<file path="src/rtl/crc_pkg.sv">
// ----------------------------------------------------------------------------
// crc_pkg
// Shared definitions for the multi-lane serial CRC engine used on the SD
// CMD line (CRC7) and the DAT lines (CRC16).
//   CRC7_POLY   generator for the CMD line, x^7 term omitted
//   CRC16_POLY  generator for the DAT lines, x^16 term omitted
//   state_t     framing FSM encoding: IDLE, ACCUM, TAIL
//   MODE_*      tail behaviour latched with istart
// ----------------------------------------------------------------------------
package crc_pkg;

  localparam logic [6:0]  CRC7_POLY  = 7'h09;
  localparam logic [15:0] CRC16_POLY = 16'h1021;

  localparam logic MODE_GEN   = 1'b0;
  localparam logic MODE_CHECK = 1'b1;

  typedef enum logic [1:0] {
    ST_IDLE  = 2'd0,
    ST_ACCUM = 2'd1,
    ST_TAIL  = 2'd2
  } state_t;

endpackage

</file>
<file path="src/rtl/crc_lane.sv">
// ----------------------------------------------------------------------------
// crc_lane
// One serial MSB-first CRC LFSR. During payload accumulation each enabled bit
// is folded into the register through the generator polynomial; during the
// tail phase the register is shifted with no feedback so its contents walk
// out of the MSB one bit per enable.
// Ports:
//   iclk   in  1  clock, rising edge
//   irst   in  1  synchronous reset, active-high
//   iclr   in  1  synchronous clear, wins over ien
//   ien    in  1  advance the LFSR this cycle
//   itail  in  1  1 = plain shift (tail), 0 = CRC feedback shift
//   idata  in  1  serial payload bit
//   ocrc   out 1  current CRC MSB
// ----------------------------------------------------------------------------
module crc_lane
  import crc_pkg::*;
#(
  parameter int               WIDTH = 16,
  parameter logic [WIDTH-1:0] POLY  = WIDTH'(CRC16_POLY)
) (
  input  logic iclk,
  input  logic irst,
  input  logic iclr,
  input  logic ien,
  input  logic itail,
  input  logic idata,
  output logic ocrc
);

  logic [WIDTH-1:0] r_crc;
  logic [WIDTH-1:0] w_shift;
  logic [WIDTH-1:0] w_next;
  logic             w_fb;

  // Next LFSR value: feedback shift while accumulating, plain shift in the tail
  always_comb begin
    w_fb    = idata ^ r_crc[WIDTH-1];
    w_shift = {r_crc[WIDTH-2:0], 1'b0};
    w_next  = w_shift;
    if (itail) begin
      w_next = w_shift;
    end else if (w_fb) begin
      w_next = w_shift ^ POLY;
    end else begin
      w_next = w_shift;
    end
  end

  // LFSR register; holds whenever the bit-enable is low so stalls are harmless
  always_ff @(posedge iclk) begin
    if (irst) begin
      r_crc <= {WIDTH{1'b0}};
    end else if (iclr) begin
      r_crc <= {WIDTH{1'b0}};
    end else if (ien) begin
      r_crc <= w_next;
    end else begin
      r_crc <= r_crc;
    end
  end

  assign ocrc = r_crc[WIDTH-1];

endmodule

</file>
<file path="src/rtl/crc_lanes.sv">
// ----------------------------------------------------------------------------
// crc_lanes
// Multi-lane serial CRC engine sitting between the bit (de)serialiser and the
// command/data FSMs. Each lane owns an independent LFSR. A framing FSM runs
// IDLE -> ACCUM (payload) -> TAIL (WIDTH counted bits) -> IDLE. In generate
// mode the tail shifts the CRC out MSB-first on ocrc; in check mode the tail
// compares the received bits against the CRC and latches a sticky mismatch.
// Ports:
//   iclk        in   1      clock, rising edge
//   irst        in   1      synchronous reset, active-high
//   istart      in   1      clear all lanes/counters, enter ACCUM (top priority)
//   imode       in   1      sampled with istart: 0 generate, 1 check
//   ivalid      in   1      bit-enable for payload and tail
//   idata       in   LANES  one serial bit per lane
//   iend        in   1      current ivalid bit (if any) is the last payload bit
//   ocrc        out  LANES  per-lane CRC MSB
//   ocrc_valid  out  1      TAIL in generate mode
//   obusy       out  1      ACCUM or TAIL
//   odone       out  1      one-cycle pulse after the last tail bit
//   ocrc_ok     out  1      check result, held until istart or irst
// ----------------------------------------------------------------------------
module crc_lanes
  import crc_pkg::*;
#(
  parameter int               LANES = 4,
  parameter int               WIDTH = 16,
  parameter logic [WIDTH-1:0] POLY  = WIDTH'(CRC16_POLY)
) (
  input  logic             iclk,
  input  logic             irst,
  input  logic             istart,
  input  logic             imode,
  input  logic             ivalid,
  input  logic [LANES-1:0] idata,
  input  logic             iend,
  output logic [LANES-1:0] ocrc,
  output logic             ocrc_valid,
  output logic             obusy,
  output logic             odone,
  output logic             ocrc_ok
);

  localparam int             CW       = $clog2(WIDTH + 1);
  localparam logic [CW-1:0]  LAST_CNT = CW'(WIDTH - 1);

  state_t          r_state;
  state_t          w_state_nxt;
  logic [CW-1:0]   r_count;
  logic [CW-1:0]   w_count_nxt;
  logic            r_mode;
  logic            w_mode_nxt;
  logic            r_mismatch;
  logic            w_mismatch_nxt;
  logic            r_done;
  logic            w_done_nxt;
  logic            r_ok;
  logic            w_ok_nxt;
  logic            r_busy;
  logic            r_crc_valid;

  logic [LANES-1:0] w_msb;
  logic             w_lane_en;
  logic             w_lane_tail;
  logic             w_bit_err;

  // Lanes only move while framed; istart reaches them as a clear that beats ien
  assign w_lane_en   = ivalid & ((r_state == ST_ACCUM) | (r_state == ST_TAIL));
  assign w_lane_tail = (r_state == ST_TAIL);

  for (genvar l = 0; l < LANES; l++) begin : g_lane
    crc_lane #(
      .WIDTH (WIDTH),
      .POLY  (POLY)
    ) u_lane (
      .iclk  (iclk),
      .irst  (irst),
      .iclr  (istart),
      .ien   (w_lane_en),
      .itail (w_lane_tail),
      .idata (idata[l]),
      .ocrc  (w_msb[l])
    );
  end

  // Any lane whose received tail bit differs from its CRC MSB
  assign w_bit_err = |(idata ^ w_msb);

  // Framing FSM, tail counter, mismatch and result next-state
  always_comb begin
    w_state_nxt    = r_state;
    w_count_nxt    = r_count;
    w_mode_nxt     = r_mode;
    w_mismatch_nxt = r_mismatch;
    w_done_nxt     = 1'b0;
    w_ok_nxt       = r_ok;
    if (istart) begin
      w_state_nxt    = ST_ACCUM;
      w_count_nxt    = {CW{1'b0}};
      w_mode_nxt     = imode;
      w_mismatch_nxt = 1'b0;
      w_ok_nxt       = 1'b0;
    end else begin
      case (r_state)
        ST_IDLE: begin
          w_state_nxt = ST_IDLE;
        end
        ST_ACCUM: begin
          if (iend) begin
            w_state_nxt = ST_TAIL;
            w_count_nxt = {CW{1'b0}};
          end else begin
            w_state_nxt = ST_ACCUM;
          end
        end
        ST_TAIL: begin
          if (ivalid) begin
            // Final bit's comparison must feed the result written this edge
            w_mismatch_nxt = r_mismatch | (r_mode & w_bit_err);
            if (r_count == LAST_CNT) begin
              w_state_nxt = ST_IDLE;
              w_count_nxt = {CW{1'b0}};
              w_done_nxt  = 1'b1;
              w_ok_nxt    = r_mode & ~w_mismatch_nxt;
            end else begin
              w_count_nxt = r_count + CW'(1);
            end
          end else begin
            w_state_nxt = ST_TAIL;
          end
        end
        default: begin
          w_state_nxt = ST_IDLE;
          w_count_nxt = {CW{1'b0}};
        end
      endcase
    end
  end

  // State and output registers; status flags are registered from next-state
  always_ff @(posedge iclk) begin
    if (irst) begin
      r_state     <= ST_IDLE;
      r_count     <= {CW{1'b0}};
      r_mode      <= MODE_GEN;
      r_mismatch  <= 1'b0;
      r_done      <= 1'b0;
      r_ok        <= 1'b0;
      r_busy      <= 1'b0;
      r_crc_valid <= 1'b0;
    end else begin
      r_state     <= w_state_nxt;
      r_count     <= w_count_nxt;
      r_mode      <= w_mode_nxt;
      r_mismatch  <= w_mismatch_nxt;
      r_done      <= w_done_nxt;
      r_ok        <= w_ok_nxt;
      r_busy      <= (w_state_nxt != ST_IDLE);
      r_crc_valid <= (w_state_nxt == ST_TAIL) & (w_mode_nxt == MODE_GEN);
    end
  end

  assign ocrc       = w_msb;
  assign ocrc_valid = r_crc_valid;
  assign obusy      = r_busy;
  assign odone      = r_done;
  assign ocrc_ok    = r_ok;

endmodule
</file>
<file path="config.mk">
export PLATFORM = sky130hd
export DESIGN_NAME = crc_lanes
export DESIGN_NICKNAME = d
export VERILOG_FILES = /design/src/rtl/crc_pkg.sv /design/src/rtl/crc_lane.sv /design/src/rtl/crc_lanes.sv
export SDC_FILE = /design/constraint.sdc
export NUM_CORES = 1
export LEC_CHECK = 0
export ABC_AREA = 1
export CAP_MARGIN = 30
export CORE_MARGIN = 2
export CORE_UTILIZATION = 60
export DETAILED_ROUTE_END_ITERATION = 7
export HOLD_SLACK_MARGIN = 0.03
export PLACE_DENSITY = 0.83
export SLEW_MARGIN = 10
export SYNTH_ARGS = -nofsm -noshare
export SYNTH_HDL_FRONTEND = slang
export SYNTH_HIERARCHICAL = 1
export SYNTH_SLANG_ARGS = --single-unit
</file>
<file path="constraint.sdc">
create_clock -name iclk -period 2.6 [get_ports iclk]
set_clock_uncertainty 0.15 [all_clocks]
set_input_delay 0.39 -clock iclk [delete_from_list [all_inputs] [get_ports iclk]]
set_output_delay 0.39 -clock iclk [all_outputs]
set_load 0.01 [all_outputs]
</file>
# == Yosys cells after proc, flatten, opt, wreduce, memory -nomap -nowiden ==
# Index checks and enable logic that the tools add are counted.
# op_classes
addsub,1
eq_ne,6
muxes,19
bitwise,20
reduce_logical,8
# ops
cell,n
$mux 13,8
$mux 5,3
$pmux 5 s3,1
$not 3->3,4
$mux 2,4
$reduce_or 4->1,2
$reduce_and 3->1,2
$add 5x1->5 const B,1
$eq 5x4->1 const B,1
$not 1->1,5
$and 1x1->1,4
$eq 2x2->1 const B,2
$ne 2x2->1 const B,2
$pmux 2 s2,1
$xor 1x1->1,4
$xor 4x4->4,1
$eq 2x1->1 const B,1
$logic_not 2->1,1
$mux 1,2
$or 1x1->1,2
$reduce_and 2->1,1
$reduce_bool 2->1,1
$reduce_or 2->1,1
# word_totals
ff_bits,77
inputBits,10

# == Depth between registers and ports, before layout ==
# Gate-level depths: netlist of run 1.
# depth
word_depth,7
mapped_depth,10
ltp_nobuf,10

# == By module ==
# The synthesis of run 1 kept the hierarchy.
# by_module_without_submodules
module,n_inst,cells_per_inst,area_per_inst_um2
crc_lane,4,87,634.4
crc_lanes,1,108,703.2

# == Least setup slack after synthesis of run 1 ==
# No wires, ideal clock.
# synth_timing
kind,register -> register
start,reg r_state[1]
end,reg g_lane[0].u_lane.r_crc[12]
arrival_time_ns,1.346
t_required_ns,2.340
path_slack_ns,0.994
stages_incl_launch_ff,11
n_path_buf,1
period_less_slack_ns,1.606
cell_sequence,dfxtp_1 -> inv_1 -> ha_1 -> nand2_1 -> inv_1 -> buf_4 -> nand2_1 -> nor2_1 -> nand3_1 -> nand2_1 -> nor2_1
# synth_between
elab_chain_cells,3
elab_cells_between_ends,5
classes_between,2 x eq/ne; 1 x mux; 2 x bitwise
# synth_lines
element,line_no,rtl
start: declaration,crc_lanes.sv:46,state_t r_state;
start signal: assignment,crc_lanes.sv:151,r_state <= w_state_nxt;
$eq 2x1->1 / $eq 2x2->1 (equally long branches),crc_lanes.sv:67,assign w_lane_en = ivalid & ((r_state == ST_ACCUM) | (r_state == ST_TAIL));
$or 1x1->1 (*),crc_lanes.sv:67,
$and 1x1->1 (*),crc_lanes.sv:67,
via w_lane_en,crc_lanes.sv:62,logic w_lane_en;
end signal: assignment,crc_lane.sv:55,r_crc <= {WIDTH{1'b0}};
end signal: assignment,crc_lane.sv:57,r_crc <= w_next;
end signal: assignment,crc_lane.sv:59,r_crc <= r_crc;
end: declaration,crc_lane.sv:31,logic [WIDTH-1:0] r_crc;
# Mark *: on every way through the listed nets, which the timed path passes. The rest lies on a longest branch.
# A chain may end at the register's enable or synchronous reset.

# == Worst setup path after layout of run 1 ==
# layout_timing
start,reg r_state[1]
end,reg g_lane[2].u_lane.r_crc[5]
# layout_between
elab_chain_cells,3
elab_cells_between_ends,5
classes_between,2 x eq/ne; 1 x mux; 2 x bitwise
# layout_lines
element,line_no
$eq 2x1->1 / $eq 2x2->1 (equally long branches),crc_lanes.sv:67
$or 1x1->1 (*),crc_lanes.sv:67
$and 1x1->1 (*),crc_lanes.sv:67
via w_lane_en,crc_lanes.sv:62
end signal: assignment,crc_lane.sv:55
end signal: assignment,crc_lane.sv:57
end signal: assignment,crc_lane.sv:59
end: declaration,crc_lane.sv:31
# Marked as above.

==> results of run 1 <==
[per-layer routing]
metal	GRT usage [%]	wire (um)	vias up
li1	-	-	1454
met5	0	0	-
met2	35.1	2880	41
met1	26.2	2880	1241
met4	10.4	98	0
met3	4.07	174	10
[per-stage QoR]
step	instance area [um2]	worst slack (ps)
after floorplan	3240	994
after global placement	3430	464
after detailed placement	3430	406
after CTS	3630	569
after global routing	3630	358
final	3630	573
[state kept, by name, summed over array words and instances, names as in the netlist]
signal               cells
odone                    1
ocrc_valid               1
g_lane.u_lane/r_crc     64
ocrc_ok                  1
r_mismatch               1
r_count                  5
r_mode                   1
r_state                  2
obusy                    1
[how the worst min path moves through the flow]
stage	end	slack, ps	cells past startpoint
6_report	r_mismatch$_SDFFE_PP0P_	310	2
5_1_grt	g_lane[0].u_lane/r_crc[14]$_SDFFE_PP0P_	330	2
4_1_cts	g_lane[3].u_lane/r_crc[13]$_SDFFE_PP0P_	310	2
3_5_place_dp	g_lane[3].u_lane/r_crc[9]$_SDFFE_PP0P_	300	2
3_3_place_gp	r_mismatch$_SDFFE_PP0P_	290	2
2_1_floorplan	r_mismatch$_SDFFE_PP0P_	280	2
[final cells by class]
class	instances	area [um2]	share of cell area [%]
timing repair buffer	23	215	5.94
clock inverter	1	30.0	0.828
clock buffer	14	163	4.49
sequential	77	1540	42.5
inverter	56	210	5.80
tap	70	87.6	2.42
multi-input combinational	307	1380	38.0
[Yosys cell counts, drive strengths merged]
cell type    n
a21oi       64
nand2      146
o21a         8
o21bai       1
buf         16
nor2        48
ha           4
inv         56
nand4        1
or2          1
nor3         2
nand3       16
dfxtp       77
o21ai       16
[cells by family (layout without fill, tap and decap cells)]
logic type	count (synthesis)	count (layout)	share of synthesized area (%)
buffers and inverters	72	94	9.88
AOI/OAI and AO/OA	89	89	14.4
DFF	77	77	47.6
and+or+nand+nor	214	214	26.6
adders and majority gates	4	4	1.54
[where the power goes]
part	internal, W	switching, W
combinational	0.0000491	0.0000920
sequential	0.00119	0.00000654
clock	0.000493	0.000385
[worst max-delay path, stage by stage, from the launching register on]
cell and delay (ps):
dfxtp_1 370, inv_1 80, ha_1 310, nand2_1 70
inv_2 220, inv_1 250, nor2_1 140, nand3_1 130
nand2_1 90, inv_1 40, nor2_1 90
==> out/summary.txt, run 1 <==
initial antenna violation count: 0
Least-Margin Pin Slew: 525 ps
CP endpoint: g_lane[2].u_lane/r_crc[5]$_SDFFE_PP0P_
Clock Sinks: 77
status: finished, final reports clean
Critical Path Sink Type: register
number of global-route vias before repair: 2461
Max Fclk: 0.493 GHz
VDD IR max: 390 uV
Tightest Hold Check Type: reg -> reg
max_slew headroom: 65.0%
hpwl dp: 4.30 mm
sequential share of the synthesized area: 47.6%
Req. time, crit path: 2720 ps
worst endpoint data arrival time: 2140 ps
Die Wd: 77.5 um
die height: 77.5 um
Die ar.: 6000 um2
Post-CTS Setup Repair Bufs: 0
Starting DRT DRC Count: 183
crit share post-route: 78.0%
post-synthesis cell type count: 21
most common library cell in the layout ignoring fill and taps: nand2_1
Routed Antenna Nets: 0
reg2reg start: r_state[1]$_SDFF_PP0_
area share of the largest cell type after synthesis: 47.6%
Fin Hold WS: 307 ps
hold path startpoint: r_mismatch$_SDFFE_PP0P_
post-synth top area cell: dfxtp_1
Antenna diodes: 0
Fillers: 400
Synth Register Bits: 77
Placer Congestion: 0.833
Layout Cells excl Fill: 548
R2R Setup Slk: 570 ps
nets@finish: 488
Post-Syn Area: 3240 um2
routed via count: 2746
commonest cells after routing, fill and taps aside: 144 x nand2_1, 77 x dfxtp_1, 64 x a21oi_1
DR WL/cell: 11.0 um
Final setup viols: 0
Synth Net Count: 470
min Tclk post-route: 2030 ps
Detailed Route WL: 6.03 mm
synth top area cells: dfxtp_1 48%, nand2_1 17%, a21oi_1 9.9%
# rows: 26
setup tns final: 0 ps
pin count of the biggest net entering global routing: 19
CTS max path bufs: 2
CP Launch Point: r_state[1]$_SDFF_PP0_
Ys Warns: 6
Clock Latency Late Sink: 330 ps
Starting Density: 62.7%
Max Fanout on Critical Path: 18
final core utilization: 70.1%
crit start category: register
CP Class: reg -> reg
Reg2Reg Depth: 10
post-synthesis cell count: 456
Core Footprint: 5170 um2
pwr dens: 611 nW/um2
Slew Limit Fails: 0
total track usage: 21.1%
RR Endpoint: g_lane[2].u_lane/r_crc[5]$_SDFFE_PP0P_
ratio of cells with drive above 1 in the final layout: 6.07%
post-cts resize count: 0
cts bufs inserted: 9
placed cells: 533
I/O Pins: 18
clock root buffer: clkbuf_8
RSZ-0062 raised after global routing: false
synthesis-to-finish area growth: 11.9%
TritonRoute pass-1 iters: 5
Pleak: 1.36 nW
CTS Hold Buffers Added: 0
GR Overflow Total: 0
CTS clk-pin slew, worst paths: 70 ps
htree depth: 3
drt via density: 5.01
global-route wire length before repair: 10.2 mm
Final Power: 0.00222 W
Hold Violations, Final: 0
# Max-Cap Violations: 0
Mean Syn Cell Area: 7.11 um2
IO buf count: 17
DR DRC count: 0
CTS tree: built
Power figures use the tool's default switching activity.
==> inputs of run 2 (changes only) <==
- CORE_UTILIZATION: 60 -> 59
- PLACE_DENSITY: 0.83 -> 0.82
- clock period: 2.6 -> 2.05 ns (I/O delays scaled with it)
==> out/summary.txt, run 2 (synthesized netlist as in run 1, its figures left out) <==
# Max-Cap Violations: 0 (unchanged)
Die ar.: 6100 um2 (was 6000 um2)
Starting Density: 62.3% (was 62.7%)
Core Footprint: 5200 um2 (was 5170 um2)
pin count of the biggest net entering global routing: 19 (unchanged)
Critical Path Sink Type: register (unchanged)
number of global-route vias before repair: 2488 (was 2461)
crit start category: register (unchanged)
# rows: 26 (unchanged)
Slew Limit Fails: 0 (unchanged)
PnR worst setup slack: 226 ps (was 573 ps)
Antenna diodes: 0 (unchanged)
Critical Path Max Stage Delay: 360 ps (was 370 ps)
max_slew headroom: 75.6% (was 65.0%)
Least-Margin Pin Slew: 366 ps (was 525 ps)
CP Class: reg -> reg (unchanged)
I/O Pins: 18 (unchanged)
total track usage: 21.5% (was 21.1%)
synthesis-to-finish area growth: 13.1% (was 11.9%)
VDD IR max: 484 uV (was 390 uV)
DR WL/cell: 10.8 um (was 11.0 um)
GR Overflow Total: 0 (unchanged)
CP max stage cell: dfxtp_1 (unchanged)
crit path cell chain: inv_1 -> ha_1 -> nand2_1 -> inv_4 -> buf_4 -> nand2_1 -> o21a_1 -> nand2_1 -> inv_1 -> nor2_1 (was inv_1 -> ha_1 -> nand2_1 -> inv_2 -> inv_1 -> nor2_1 -> nand3_1 -> nand2_1 -> inv_1 -> nor2_1)
Post-CTS Setup Repair Bufs: 0 (unchanged)
Hold Violations, Final: 0 (unchanged)
CTS max path bufs: 2 (unchanged)
commonest cells after routing, fill and taps aside: 144 x nand2_1, 77 x dfxtp_1, 64 x a21oi_1 (unchanged)
CTS tree: built (unchanged)
setup tns final: 0 ps (unchanged)
global-route wire length before repair: 10.4 mm (was 10.2 mm)
Req. time, crit path: 2190 ps (was 2720 ps)
worst endpoint data arrival time: 1960 ps (was 2140 ps)
min Tclk post-route: 1820 ps (was 2030 ps)
die height: 78.1 um (was 77.5 um)
crit share post-route: 89.0% (was 78.0%)
Max Fanout on Critical Path: 18 (unchanged)
clock root buffer: clkbuf_8 (unchanged)
Clock Sinks: 77 (unchanged)
CTS clk-pin slew, worst paths: 70 ps (about the same)
Pleak: 1.39 nW (was 1.36 nW)
DR DRC count: 0 (unchanged)
most common library cell in the layout ignoring fill and taps: nand2_1 (unchanged)
Top reg by flops: g_lane.u_lane/r_crc (unchanged)
dpl ws: 60.2 ps (was 406 ps)
Starting DRT DRC Count: 115 (was 183)
initial antenna violation count: 0 (unchanged)
Routed Antenna Nets: 0 (unchanged)
CTS Hold Buffers Added: 0 (unchanged)
Largest register FFs: 64 (unchanged)
Fillers: 428 (was 400)
Detailed Route WL: 5.98 mm (was 6.03 mm)
nets@finish: 495 (was 488)
cts bufs inserted: 9 (unchanged)
Die Wd: 78.1 um (was 77.5 um)
Placer Congestion: 0.838 (was 0.833)
biggest regs: g_lane.u_lane/r_crc: 64 flops, r_count: 5 flops, r_state: 2 flops (unchanged)
TritonRoute pass-1 iters: 4 (was 5)
Max Fclk: 0.548 GHz (was 0.493 GHz)
Tightest Hold Check Type: reg -> reg (unchanged)
RSZ-0062 raised after global routing: false (unchanged)
routed via count: 2753 (was 2746)
status: finished, final reports clean (unchanged)
ratio of cells with drive above 1 in the final layout: 8.04% (was 6.07%)
Final setup viols: 0 (unchanged)
IO buf count: 17 (unchanged)
pwr dens: 740 nW/um2 (was 611 nW/um2)
drt via density: 4.96 (was 5.01)
Clock Latency Late Sink: 350 ps (was 330 ps)
htree depth: 3 (unchanged)
most used cell, CP: nand2_1 (was inv_1)
hpwl dp: 4.21 mm (was 4.30 mm)
[run 2: report_power, final]
group / internal (W) / switching [W] / leakage [nW]
clock: 0.000494 / 0.000511 / 0.0949
combinational: 0.0000693 / 0.000118 / 0.670
sequential: 0.00151 / 0.00000816 / 0.622
total: 0.00207 / 0.000638 / 1.39
[run 2: layer usage]
layer	track usage (%)	wire length, um
met1	26.2	2850
met2	35.6	2820
met3	5.29	200
met4	10.4	115
met5	0	0
[run 2: worst max-delay path, delay by kind of cell (launching register included)]
kind	cells	cell delay, ps
buffers and inverters	4	500
AOI/OAI and AO/OA	1	100
and+or+nand+nor	4	340
adders and majority gates	1	310
DFF	1	360
[run 2: timing repair]
item	in CTS	in global routing
resized for setup	0	1
endpoints found under the setup margin	0	4
endpoints found under the hold margin	0	0
[run 2: stage by stage]
stage                     cell area, um2  cells  total power, W  hold slack [ps]  utilization (%)
after global placement              3490    540         0.00173              288             67.0
after floorplan                     3240    456         0.00168              280                -
after CTS                           3660    555         0.00273              309             70.3
after global routing                3660    555         0.00282              322             70.4
after detailed placement            3490    540         0.00174              299             67.0
final                               3660    555         0.00271              310             70.4
[run 2: cell type report]
type | instances | area [um2] | area share [%]
Sequential cell | 77 | 1540 | 42.1
Clock buffer | 11 | 151 | 4.13
Inverter | 56 | 213 | 5.81
Multi-Input combinational cell | 307 | 1380 | 37.6
Timing Repair Buffer | 30 | 268 | 7.31
Tap cell | 70 | 87.6 | 2.39
Clock inverter | 4 | 23.8 | 0.649
[run 2: final timing paths]
kind	slack (ps)	start	depth (start not counted)	end
setup reg to reg	230	r_state[1]$_SDFF_PP0_	10	g_lane[2].u_lane/r_crc[5]$_SDFFE_PP0P_
setup / recovery	230	r_state[1]$_SDFF_PP0_	10	g_lane[2].u_lane/r_crc[5]$_SDFFE_PP0P_
hold / removal	310	g_lane[2].u_lane/r_crc[12]$_SDFFE_PP0P_	2	g_lane[2].u_lane/r_crc[13]$_SDFFE_PP0P_
hold reg to reg	310	g_lane[2].u_lane/r_crc[12]$_SDFFE_PP0P_	2	g_lane[2].u_lane/r_crc[13]$_SDFFE_PP0P_
==> inputs of run 3 (changes only) <==
- CORE_ASPECT_RATIO: not set -> 1.1
- SKIP_CTS_REPAIR_TIMING: not set -> 1
==> out/summary.txt, run 3 (synthesized netlist as in run 1, its figures left out) <==
status: finished, final reports clean (unchanged)
Reg2Reg Depth: 11 (was 10)
Least-Margin Pin Slew: 341 ps (was 366 ps)
most common library cell in the layout ignoring fill and taps: nand2_1 (unchanged)
pwr dens: 774 nW/um2 (was 740 nW/um2)
area post-placement: 3510 um2 (was 3490 um2)
Slew Limit Fails: 0 (unchanged)
hold path cells: 2 (unchanged)
Final setup viols: 0 (unchanged)
Req. time, crit path: 2180 ps (was 2190 ps)
sequential power share: 52.5% (was 56.0%)
ratio of cells with drive above 1 in the final layout: 8.44% (was 8.04%)
RSZ-0062 raised after global routing: false (unchanged)
Max Fanout on Critical Path: 24 (was 18)
drt via density: 4.90 (was 4.96)
routed via count: 2751 (was 2753)
min Tclk post-route: 1840 ps (was 1820 ps)
R2R Setup Slk: 210 ps (was 230 ps)
switching share of power: 22.4% (was 23.5%)
crit path cell chain: inv_1 -> ha_1 -> nand2_1 -> inv_2 -> buf_12 -> inv_1 -> nor2_1 -> nand3_1 -> nand2_1 -> inv_1 -> nor2_1 (was inv_1 -> ha_1 -> nand2_1 -> inv_4 -> buf_4 -> nand2_1 -> o21a_1 -> nand2_1 -> inv_1 -> nor2_1)
Critical Path Max Stage Delay: 350 ps (was 360 ps)
# rows: 28 (was 26)
reg2reg start: r_state[0]$_SDFF_PP0_ (was r_state[1]$_SDFF_PP0_)
most used cell, CP: inv_1 (was nand2_1)
Hold Violations, Final: 0 (unchanged)
setup tns final: 0 ps (unchanged)
VDD IR max: 494 uV (was 484 uV)
I/O Pins: 18 (unchanged)
final core utilization: 70.2% (was 70.4%)
Critical Path Sink Type: register (unchanged)
Placer Congestion: 0.818 (was 0.838)
initial antenna violation count: 0 (unchanged)
DR DRC count: 0 (unchanged)
CTS tree: built (unchanged)
worst endpoint data arrival time: 1970 ps (was 1960 ps)
number of global-route vias before repair: 2524 (was 2488)
crit share post-route: 89.6% (was 89.0%)
cts bufs inserted: 9 (unchanged)
total track usage: 22.1% (was 21.5%)
TritonRoute pass-1 iters: 4 (unchanged)
commonest cells after routing, fill and taps aside: 144 x nand2_1, 77 x dfxtp_1, 64 x a21oi_1 (unchanged)
Die Wd: 74.7 um (was 78.1 um)
CP max stage cell: dfxtp_1 (unchanged)
Starting DRT DRC Count: 166 (was 115)
hold path startpoint: g_lane[1].u_lane/r_crc[13]$_SDFFE_PP0P_ (was g_lane[2].u_lane/r_crc[12]$_SDFFE_PP0P_)
nets@finish: 495 (unchanged)
Fin Hold WS: 308 ps (was 310 ps)
clock share of power: 40.9% (was 37.1%)
Top reg by flops: g_lane.u_lane/r_crc (unchanged)
Clock Sinks: 77 (unchanged)
die height: 81.7 um (was 78.1 um)
cell-internal power: 0.00224 W (was 0.00207 W)
pin count of the biggest net entering global routing: 25 (was 19)
Clock Latency Late Sink: 340 ps (was 350 ps)
Switch Pwr: 0.000648 W (was 0.000638 W)
DR WL/cell: 10.8 um (about the same)
Max Fclk: 0.544 GHz (was 0.548 GHz)
IO buf count: 17 (unchanged)
Min-Delay Endpoint: g_lane[1].u_lane/r_crc[14]$_SDFFE_PP0P_ (was g_lane[2].u_lane/r_crc[13]$_SDFFE_PP0P_)
Final Power: 0.00289 W (was 0.00271 W)
global-route wire length before repair: 10.4 mm (about the same)
GR Overflow Total: 0 (unchanged)
Routed Antenna Nets: 0 (unchanged)
synthesis-to-finish area growth: 15.3% (was 13.1%)
part of the power in combinational logic: 6.7% (was 6.9%)
biggest regs: g_lane.u_lane/r_crc: 64 flops, r_count: 5 flops, r_state: 2 flops (unchanged)
Core Footprint: 5330 um2 (was 5200 um2)
Antenna diodes: 0 (unchanged)
Tightest Hold Check Type: reg -> reg (unchanged)
CP Class: reg -> reg (unchanged)
htree depth: 3 (unchanged)
Largest register FFs: 64 (unchanged)
CTS clk-pin slew, worst paths: 80 ps (was 70 ps)
max_slew headroom: 77.3% (was 75.6%)
clock root buffer: clkbuf_8 (unchanged)
crit start category: register (unchanged)
hpwl dp: 4.28 mm (was 4.21 mm)
RR Endpoint: g_lane[1].u_lane/r_crc[12]$_SDFFE_PP0P_ (was g_lane[2].u_lane/r_crc[5]$_SDFFE_PP0P_)
# Max-Cap Violations: 0 (unchanged)
Die ar.: 6100 um2 (about the same)
CTS max path bufs: 2 (unchanged)
Pleak: 1.41 nW (was 1.39 nW)
Starting Density: 60.9% (was 62.3%)
Detailed Route WL: 6.06 mm (was 5.98 mm)
Design Area, Final: 3740 um2 (was 3660 um2)
[run 3: layout make-up]
class | count | area [um2]
sequential | 77 | 1540
inverter | 56 | 210
timing repair buffer | 30 | 293
fill | 470 | 1590
multi-input combinational | 307 | 1390
tap | 75 | 93.8
clock buffer | 13 | 169
clock inverter | 3 | 42.5
[run 3: critical path: cells and delay by family, from the launching register on]
family	cells	cell delay (ps)
buf+inv	5	500
simple gates	5	450
flops	1	350
fa+ha+maj	1	310
[run 3: worst max path at each step]
stage                                      from                                 endpoint  cells after the start
final                     r_state[0]$_SDFF_PP0_  g_lane[1].u_lane/r_crc[12]$_SDFFE_PP0P_                     11
after global routing      r_state[1]$_SDFF_PP0_  g_lane[1].u_lane/r_crc[12]$_SDFFE_PP0P_                     11
after CTS                 r_state[0]$_SDFF_PP0_  g_lane[0].u_lane/r_crc[12]$_SDFFE_PP0P_                     11
after detailed placement                 ivalid   g_lane[1].u_lane/r_crc[5]$_SDFFE_PP0P_                     10
after global placement                   ivalid  g_lane[0].u_lane/r_crc[12]$_SDFFE_PP0P_                     10
after floorplan           r_state[1]$_SDFF_PP0_  g_lane[0].u_lane/r_crc[12]$_SDFFE_PP0P_                     10
[run 3: power groups by stage]
stage                     Sequential (W)  Clock (W)  Combinational, W
after floorplan                  0.00155          0          0.000126
after global placement           0.00155          0          0.000187
after detailed placement         0.00155          0          0.000190
after CTS                        0.00152    0.00121          0.000191
after global routing             0.00152    0.00126          0.000219
final                            0.00152    0.00118          0.000193
[run 3: per-stage QoR]
step | cells | worst slack, ps
4_1_cts | 560 | 202
2_1_floorplan | 456 | 444
6_report | 561 | 213
5_1_grt | 561 | 8.12
3_3_place_gp | 544 | 123
3_5_place_dp | 544 | 120
[run 3: per-layer routing]
metal	global-route usage, %	vias up	share of wire [%]
met5	0	-	0
met4	11.6	0	2.0
met3	4.42	12	2.9
met2	38.1	36	49
met1	25.6	1232	46
li1	-	1471	-
